--- config.mk ---
export PLATFORM = sky130hd
export DESIGN_NAME = fios_res_collector
export DESIGN_NICKNAME = d
export VERILOG_FILES = /design/src/rtl/fios_pkg.sv /design/src/rtl/word_sub_17.sv /design/src/rtl/fios_res_collector.sv
export SDC_FILE = /design/constraint.sdc
export NUM_CORES = 1
export LEC_CHECK = 0
export ABC_AREA = 0
export CORE_ASPECT_RATIO = 0.7
export CORE_UTILIZATION = 35
export DETAILED_ROUTE_END_ITERATION = 8
export PLACE_DENSITY = 0.7
export SKIP_CTS_REPAIR_TIMING = 1
export SLEW_MARGIN = 15
export SYNTH_ARGS = -nofsm -noshare
export SYNTH_HDL_FRONTEND = slang
export SYNTH_SLANG_ARGS = --single-unit
export TNS_END_PERCENT = 30
--- constraint.sdc ---
create_clock -name clock_i -period 9.75 [get_ports clock_i]
set_input_delay 2.4375 -clock clock_i [delete_from_list [all_inputs] [get_ports clock_i]]
set_output_delay 2.4375 -clock clock_i [all_outputs]
set_load 0.05 [all_outputs]
--- src/rtl/fios_pkg.sv ---
// Shared types and constants for the FIOS Montgomery multiplier result path.
package fios_pkg;

    localparam int WORD_W = 17;

    typedef enum logic [1:0] {
        IDLE    = 2'd0,
        COLLECT = 2'd1,
        HOLD    = 2'd2
    } coll_state_e;

    // Bit WORD_W of a word subtraction is the borrow out
    typedef logic [WORD_W:0] sub_res_t;

endpackage

--- src/rtl/word_sub_17.sv ---
// Combinational 17-bit subtract-with-borrow cell: {bout, d} = a - b - bin.
module word_sub_17
    import fios_pkg::*;
(
    input  logic [WORD_W-1:0] a,
    input  logic [WORD_W-1:0] b,
    input  logic              bin,
    output logic [WORD_W-1:0] d,
    output logic              bout
);

    sub_res_t t_s;

    assign t_s  = {1'b0, a} - {1'b0, b} - {{WORD_W{1'b0}}, bin};
    assign d    = t_s[WORD_W-1:0];
    assign bout = t_s[WORD_W];

endmodule

--- src/rtl/fios_res_collector.sv ---
// Captures LSW-first result words, subtracts the modulus on the fly and
// presents the reduced s-word result through a valid/ready handshake.
module fios_res_collector
    import fios_pkg::*;
#(
    parameter int s = 8
) (
    input  logic                clock_i,
    input  logic                reset_n_i,
    input  logic                start_i,
    input  logic                res_valid_i,
    input  logic [WORD_W-1:0]   res_i,
    input  logic [s*WORD_W-1:0] p_i,
    output logic [s*WORD_W-1:0] res_o,
    output logic                res_valid_o,
    input  logic                res_ready_i,
    output logic                busy_o,
    output logic                err_o
);

    localparam int              CNT_W    = (s > 1) ? $clog2(s) : 1;
    localparam logic [CNT_W-1:0] LAST_IDX = CNT_W'(s - 1);
    localparam logic [CNT_W-1:0] CNT_ONE  = CNT_W'(32'd1);

    coll_state_e           state_r;
    logic [CNT_W-1:0]      cnt_r;
    logic                  borrow_r;
    logic                  sel_r;
    logic                  err_r;
    logic                  res_valid_r;
    logic                  busy_r;
    logic [s*WORD_W-1:0]   raw_r;
    logic [s*WORD_W-1:0]   diff_r;

    logic                  restart_s;
    logic [CNT_W-1:0]      idx_s;
    logic                  bin_s;
    logic [WORD_W-1:0]     p_word_s;
    logic [WORD_W-1:0]     d_s;
    logic                  bout_s;
    logic [s*WORD_W-1:0]   raw_nxt_s;
    logic [s*WORD_W-1:0]   diff_nxt_s;

    // A start inside COLLECT makes a coincident word become word 0 with no borrow
    assign restart_s = (state_r == COLLECT) && start_i;
    assign idx_s     = ((state_r == COLLECT) && !restart_s) ? cnt_r : '0;
    assign bin_s     = ((state_r == COLLECT) && !restart_s) ? borrow_r : 1'b0;
    assign p_word_s  = p_i[idx_s*WORD_W +: WORD_W];

    word_sub_17 u_sub (
        .a    (res_i),
        .b    (p_word_s),
        .bin  (bin_s),
        .d    (d_s),
        .bout (bout_s)
    );

    // Word arrays with the incoming word merged at its slot
    always_comb begin
        raw_nxt_s  = raw_r;
        diff_nxt_s = diff_r;
        for (int i = 0; i < s; i++) begin
            raw_nxt_s[i*WORD_W +: WORD_W]  = (idx_s == CNT_W'(i)) ? res_i : raw_r[i*WORD_W +: WORD_W];
            diff_nxt_s[i*WORD_W +: WORD_W] = (idx_s == CNT_W'(i)) ? d_s   : diff_r[i*WORD_W +: WORD_W];
        end
    end

    // Collector state machine, word capture and registered status outputs
    always_ff @(posedge clock_i or negedge reset_n_i) begin
        if (!reset_n_i) begin
            state_r     <= IDLE;
            cnt_r       <= '0;
            borrow_r    <= 1'b0;
            sel_r       <= 1'b0;
            err_r       <= 1'b0;
            res_valid_r <= 1'b0;
            busy_r      <= 1'b0;
            raw_r       <= '0;
            diff_r      <= '0;
        end else begin
            case (state_r)
                IDLE: begin
                    if (res_valid_i) begin
                        err_r <= 1'b1;
                    end
                    if (start_i) begin
                        state_r  <= COLLECT;
                        cnt_r    <= '0;
                        borrow_r <= 1'b0;
                        busy_r   <= 1'b1;
                    end
                end
                COLLECT: begin
                    if (res_valid_i) begin
                        raw_r  <= raw_nxt_s;
                        diff_r <= diff_nxt_s;
                        if (idx_s == LAST_IDX) begin
                            state_r     <= HOLD;
                            cnt_r       <= '0;
                            borrow_r    <= bout_s;
                            sel_r       <= ~bout_s;
                            res_valid_r <= 1'b1;
                        end else begin
                            cnt_r    <= idx_s + CNT_ONE;
                            borrow_r <= bout_s;
                        end
                    end else if (start_i) begin
                        cnt_r    <= '0;
                        borrow_r <= 1'b0;
                    end
                end
                HOLD: begin
                    if (res_valid_i) begin
                        err_r <= 1'b1;
                    end
                    if (res_ready_i) begin
                        res_valid_r <= 1'b0;
                        if (start_i) begin
                            state_r  <= COLLECT;
                            cnt_r    <= '0;
                            borrow_r <= 1'b0;
                        end else begin
                            state_r <= IDLE;
                            busy_r  <= 1'b0;
                        end
                    end else if (start_i) begin
                        err_r <= 1'b1;
                    end
                end
                default: begin
                    state_r     <= IDLE;
                    res_valid_r <= 1'b0;
                    busy_r      <= 1'b0;
                end
            endcase
        end
    end

    // Both candidates are registered, so this select only moves on clock edges
    assign res_o       = sel_r ? diff_r : raw_r;
    assign res_valid_o = res_valid_r;
    assign busy_o      = busy_r;
    assign err_o       = err_r;

endmodule

==> impl_metrics.ini, run 1 <==
[floorplanning]
core-area_mm2 = 0.0390
die_y_um = 170
start_util_pct = 36.0
rows = 60
io_pins = 297
die_w_um = 241
dieArea_mm2 = 0.0409

[detailed_routing]
dr.pass1.iters = 6
vias = 11200
vias_per_cell = 5.20
ant_nets = 0
wl_per_cell_um = 21.8
drt-total-wl_mm = 47.2
drc_errors = 0
drt_iter0_markers = 1142

[sta]
slew_violations = 0
worst_slack_ns = 2.37
period_needed_ns = 7.38
worst_pin_slew_ns = 1.11
finalSetupTns_ns = 0
rsz0062_at_grt = no
clock_skew_ns = 0.00893
fin_crit_sh_pct = 75.7
relSlewSlack_pct = 25.8
max_freq_mhz = 135
hold_violations = 0
finalSetupViolCount = 0

[worst_setup_path]
arrival_ns = 7.76
slowest_stage = and2_1
critPathMaxFanout = 17
critPathMaxStageDelay_ns = 0.90
required_ns = 10.13
crit_chain = clkdlybuf4s50_1 -> nor3b_2 -> and2_1 -> nand2_2 -> o22ai_1 -> o31ai_1 -> fa_1 -> inv_1 -> ha_1 -> nor2_1 -> fa_1 -> and3b_2 -> o21ai_2 -> o21ai_0 -> nand2_1 -> xnor2_1 -> o21ai_0
worstSetupPathType = input pin to register
start_kind = input pin
end_kind = register

[place]
gp_congestion = 0.883
place_inst = 2110
dp_worst_setup_slack_ns = 1.83
hpwl_mm = 32.9
io_buffers = 296

[pwr]
peakVddDrop_mv = 0.189
p_total_mw = 4.26
leakage_nw = 8.15
power.density_mw_per_mm2 = 233

[clock_tree]
insertion_delay_ns = 0.55
cts_inserted_buffers = 27
cts.sinks = 282
cts-root-buf = clkbuf_16
cts_tree = yes
htreeDepth = 1
clk_pin_slew_ns = 0.06
clk_path_buf_depth = 3

[synth]
syn_area_per_cell_um2 = 10.3
ys_top_cells_by_area = dfrtp_1, mux2_2, o21ai_0
synthFlopType = dfrtp_1
synthDominantCellAreaShare_pct = 50.3
syn_inst = 1359
synth_fp_nets = 1557
ys_seq_area_share_pct = 50.3
ys_types = 61
synth-seq-cells = 282
yosys_warnings = 0
synth_top_area_cell = dfrtp_1
syn-cell-area_mm2 = 0.0140
synth-edff-count = 0
synth-async-reset-ratio_pct = 100

[global_route]
first_global_vias = 10800
grt_pass1_wl_mm = 68.7
gr-usage-all-layers_pct = 22.7
grt_max_degree = 181
grt_remaining_overflow = 0
antenna_found_initial = 5

[finish]
nets = 1810
drive_gt1_share_pct = 16.7
synthToLayoutAreaGrowth_pct = 30.7
fill_cells = 3548
stdcell_count = 2162
final_util_pct = 47.0

[status]
outcome = finished, final reports clean

[flow_run]
cap_violations = 0

[worst_hold_path]
hold_class = register to register
worst paths after layout:
kind | from | end | slack [ns] | depth (start not counted)
max | start_i | diff_r[44]$_DFFE_PN0P_ | 2.37 | 17
min | diff_r[72]$_DFFE_PN0P_ | diff_r[72]$_DFFE_PN0P_ | 0.48 | 2
max reg2reg | cnt_r[0]$_DFFE_PN0P_ | diff_r[44]$_DFFE_PN0P_ | 4.12 | 15
min reg2reg | diff_r[72]$_DFFE_PN0P_ | diff_r[72]$_DFFE_PN0P_ | 0.48 | 2
max in group asynchronous | reset_n_i | sel_r$_DFFE_PN0P_ | 6.29 | 2
min in group asynchronous | reset_n_i | raw_r[57]$_DFFE_PN0P_ | 1.93 | 1
cell type report:
cell class	instances	area, µm²	area share, %
antenna	2	5.00	0.0273
clock buffer	39	781	4.26
clock inverter	11	90.1	0.491
inverter	56	210	1.15
multi-input combinational	935	6440	35.1
sequential	282	7060	38.5
tap	527	659	3.60
timing repair buffer	310	3090	16.8
kinds of logic after synthesis:
group,share of synthesized area (%)
flip-flops,50.3
multiplexers,16.5
AO/OA/AOI/OAI,14.2
AND/OR/NAND/NOR,10.3
buffers and inverters,4.08
adder cells (fa/ha/maj),3.67
XOR/XNOR,0.981
sequential cells by signal (all words and copies together), names as in the netlist:
register     cells
res_valid_o      1
diff_r         136
err_o            1
borrow_r         1
raw_r          136
state_r          2
cnt_r            3
busy_o           1
sel_r            1
synth_stat cells, drive strengths merged, types with 17 or more instances:
library cell  count
nand2           284
ha               38
o31ai            20
mux4             17
mux2            169
buf              27
inv              55
o22ai            18
dfrtp           282
nor2             27
o21ai           255
clkbuf           59
critical path, delay by kind of cell:
kind,cells,cell delay [ns]
simple gates,6,2.12
fa+ha+maj,3,0.97
compound gates,5,0.87
buf+inv,2,0.54
xor+xnor,1,0.83
metrics by stage:
stage / hold WS (ns) / area [µm²]
2_1_floorplan: 0.442 / 14000
3_3_place_gp: 0.455 / 17500
3_5_place_dp: 0.466 / 17500
4_1_cts: 0.480 / 18300
5_1_grt: 0.494 / 18300
6_report: 0.476 / 18300
per-layer routing:
layer | vias up | wire [µm] | GRT usage, %
li1 | 5226 | - | -
met1 | 5514 | 21800 | 33.9
met2 | 427 | 20600 | 33.0
met3 | 69 | 3660 | 5.42
met4 | 0 | 1160 | 5.48
met5 | - | 0 | 0
where the power goes:
group / total (mW) / leakage [nW] / internal, mW / switching (mW)
Combinational: 1.67 / 3.96 / 0.565 / 1.10
Sequential: 1.55 / 3.75 / 1.42 / 0.136
Clock: 1.05 / 0.433 / 0.584 / 0.463
Total: 4.26 / 8.15 / 2.56 / 1.70
cells in the final DEF (no fill, tap or decap), drive strengths merged, types with 3 or more instances in the layout:
cell           instances
o22ai                 18
o21ai                255
inv                   56
o31ai                 20
nor2b                  3
mux2                 169
ha                    38
nor2                  27
nor3                   5
clkdlybuf4s50        295
clkinv                 9
buf                   15
nand3b                 3
a21oi                 16
o21bai                 3
nand2                284
nand4                  4
xnor2                  8
a31oi                  5
and2                   4
mux4                  17
o22a                  16
o211ai                 3
clkbuf                39
dfrtp                282
and3                   4
o21a                   3
xor2                   6
No activity file was read; power rests on OpenSTA's default activity.
==> run 2, diff against run 1 <==
Settings changed: PLACE_DENSITY 0.7 to 0.73.
Clock period 9.75 ns to 6.1 ns, I/O delays scaled along.
==> impl_metrics.ini, run 2 (synthesis gave the netlist of run 1 again) <==
[worst_setup_path]
ff2ff_path_depth = 14
worstSetupPathType = input pin to register
start_kind = input pin
arrival_ns = 6.06
critPathMaxFanout = 8
required_ns = 6.58
timing.rr.start = cnt_r[0]$_DFFE_PN0P_
end_kind = register
crit_start = start_i
worst_r2r_endpoint = diff_r[67]$_DFFE_PN0P_
reg2reg_slack_ns = 1.26

[pwr]
leakage_nw = 8.29
peakVddDrop_mv = 0.300
power.density_mw_per_mm2 = 375

[clock_tree]
cts_tree = yes
htreeDepth = 1
insertion_delay_ns = 0.54
clk_pin_slew_ns = 0.06
cts_inserted_buffers = 27
cts.sinks = 282
clk_path_buf_depth = 3
cts-root-buf = clkbuf_16

[sta]
clock_skew_ns = 0.0112
relSlewSlack_pct = 30.8
fin_crit_sh_pct = 91.5
worst_pin_slew_ns = 1.03
hold_violations = 0
finalSetupTns_ns = 0
period_needed_ns = 5.58
rsz0062_at_grt = no
max_freq_mhz = 179
finalSetupViolCount = 0
worst_slack_ns = 0.517
slew_violations = 0

[place]
gp_congestion = 0.872
io_buffers = 296
dp_worst_setup_slack_ns = -0.0252
hpwl_mm = 33.3

[finish]
nets = 1840
final_cell_mix = clkdlybuf4s50_1, dfrtp_1, nand2_1
drive_gt1_share_pct = 17.8
layout_commonest_cell = clkdlybuf4s50_1
synthToLayoutAreaGrowth_pct = 32.5
reg.largest.list = diff_r x136, raw_r x136, cnt_r x3

[floorplanning]
die_w_um = 241
die_y_um = 170
io_pins = 297
start_util_pct = 36.0
dieArea_mm2 = 0.0409
core-area_mm2 = 0.0390
rows = 60

[global_route]
grt_pass1_wl_mm = 68.4
grt_remaining_overflow = 0
antenna_found_initial = 7
grt_max_degree = 122
gr-usage-all-layers_pct = 22.8
first_global_vias = 10600

[status]
outcome = finished, final reports clean

[worst_hold_path]
hold_start = diff_r[89]$_DFFE_PN0P_
hold_class = register to register
hold_path_depth = 2
min_to = diff_r[89]$_DFFE_PN0P_

[detailed_routing]
ant_nets = 0
drt-total-wl_mm = 47.2
vias = 11200
vias_per_cell = 5.14
wl_per_cell_um = 21.6
dr.pass1.iters = 5
drt_iter0_markers = 971
drc_errors = 0

[flow_run]
cap_violations = 0
==> run 2: worst max path at each step <==
stage / to / cells after the start / slack, ns
floorplan: diff_r[116]$_DFFE_PN0P_ / 17 / 0.76
global placement: diff_r[48]$_DFFE_PN0P_ / 17 / 0.09
detailed placement: diff_r[67]$_DFFE_PN0P_ / 17 / -0.03
CTS: diff_r[67]$_DFFE_PN0P_ / 17 / 0.52
global route: diff_r[67]$_DFFE_PN0P_ / 17 / 0.26
finish: diff_r[67]$_DFFE_PN0P_ / 17 / 0.52
==> run 2: worst max-delay path, cell delays in order <==
cell,delay [ns]
clkdlybuf4s50_1,0.48
nor3b_2,0.25
and2_1,0.26
mux4_2,0.53
nand2_1,0.09
o31ai_1,0.09
fa_1,0.46
inv_1,0.07
ha_1,0.14
nor2_1,0.07
fa_1,0.48
and3b_2,0.24
o21ai_2,0.22
o2111ai_1,0.27
and3_1,0.27
nor3_4,0.38
mux2_2,0.23
==> run 2: stage by stage <==
stage          util, %  hold slack, ns  instance area (µm²)  power (mW)  instances
6_report          47.7           0.473                18600        6.97       2189
5_1_grt           47.7           0.495                18600        7.30       2187
4_1_cts           47.7           0.479                18600        7.00       2187
3_5_place_dp      45.4           0.464                17700        5.29       2140
3_3_place_gp      45.4           0.456                17700        5.23       2140
2_1_floorplan        -           0.442                14000        4.02       1359
==> run 2: cell type report <==
cell class,instances,area (µm²)
Tap cell,527,659
Inverter,56,210
Timing Repair Buffer,340,3360
Sequential cell,282,7060
Clock inverter,9,103
Fill cell,3519,20400
Multi-Input combinational cell,935,6410
Clock buffer,38,777
Antenna cell,2,5.00
==> run 2: layer usage <==
metal / track usage [%] / part of all wire [%]
met3: 4.34 / 6.9
met4: 5.39 / 2.5
met1: 33.8 / 46
met5: 0 / 0
met2: 34.3 / 45
==> run 2: power by group <==
part,total [mW],switching [mW],internal [mW]
registers,2.47,0.209,2.26
clock network,1.69,0.723,0.970
logic,2.81,1.81,0.997
==> run 3, diff against run 2 <==
Settings changed: HOLD_SLACK_MARGIN from default to 0.06.
==> results of run 3 <==
Same layout as run 2: the final DEF is identical, and so are final timing and power.
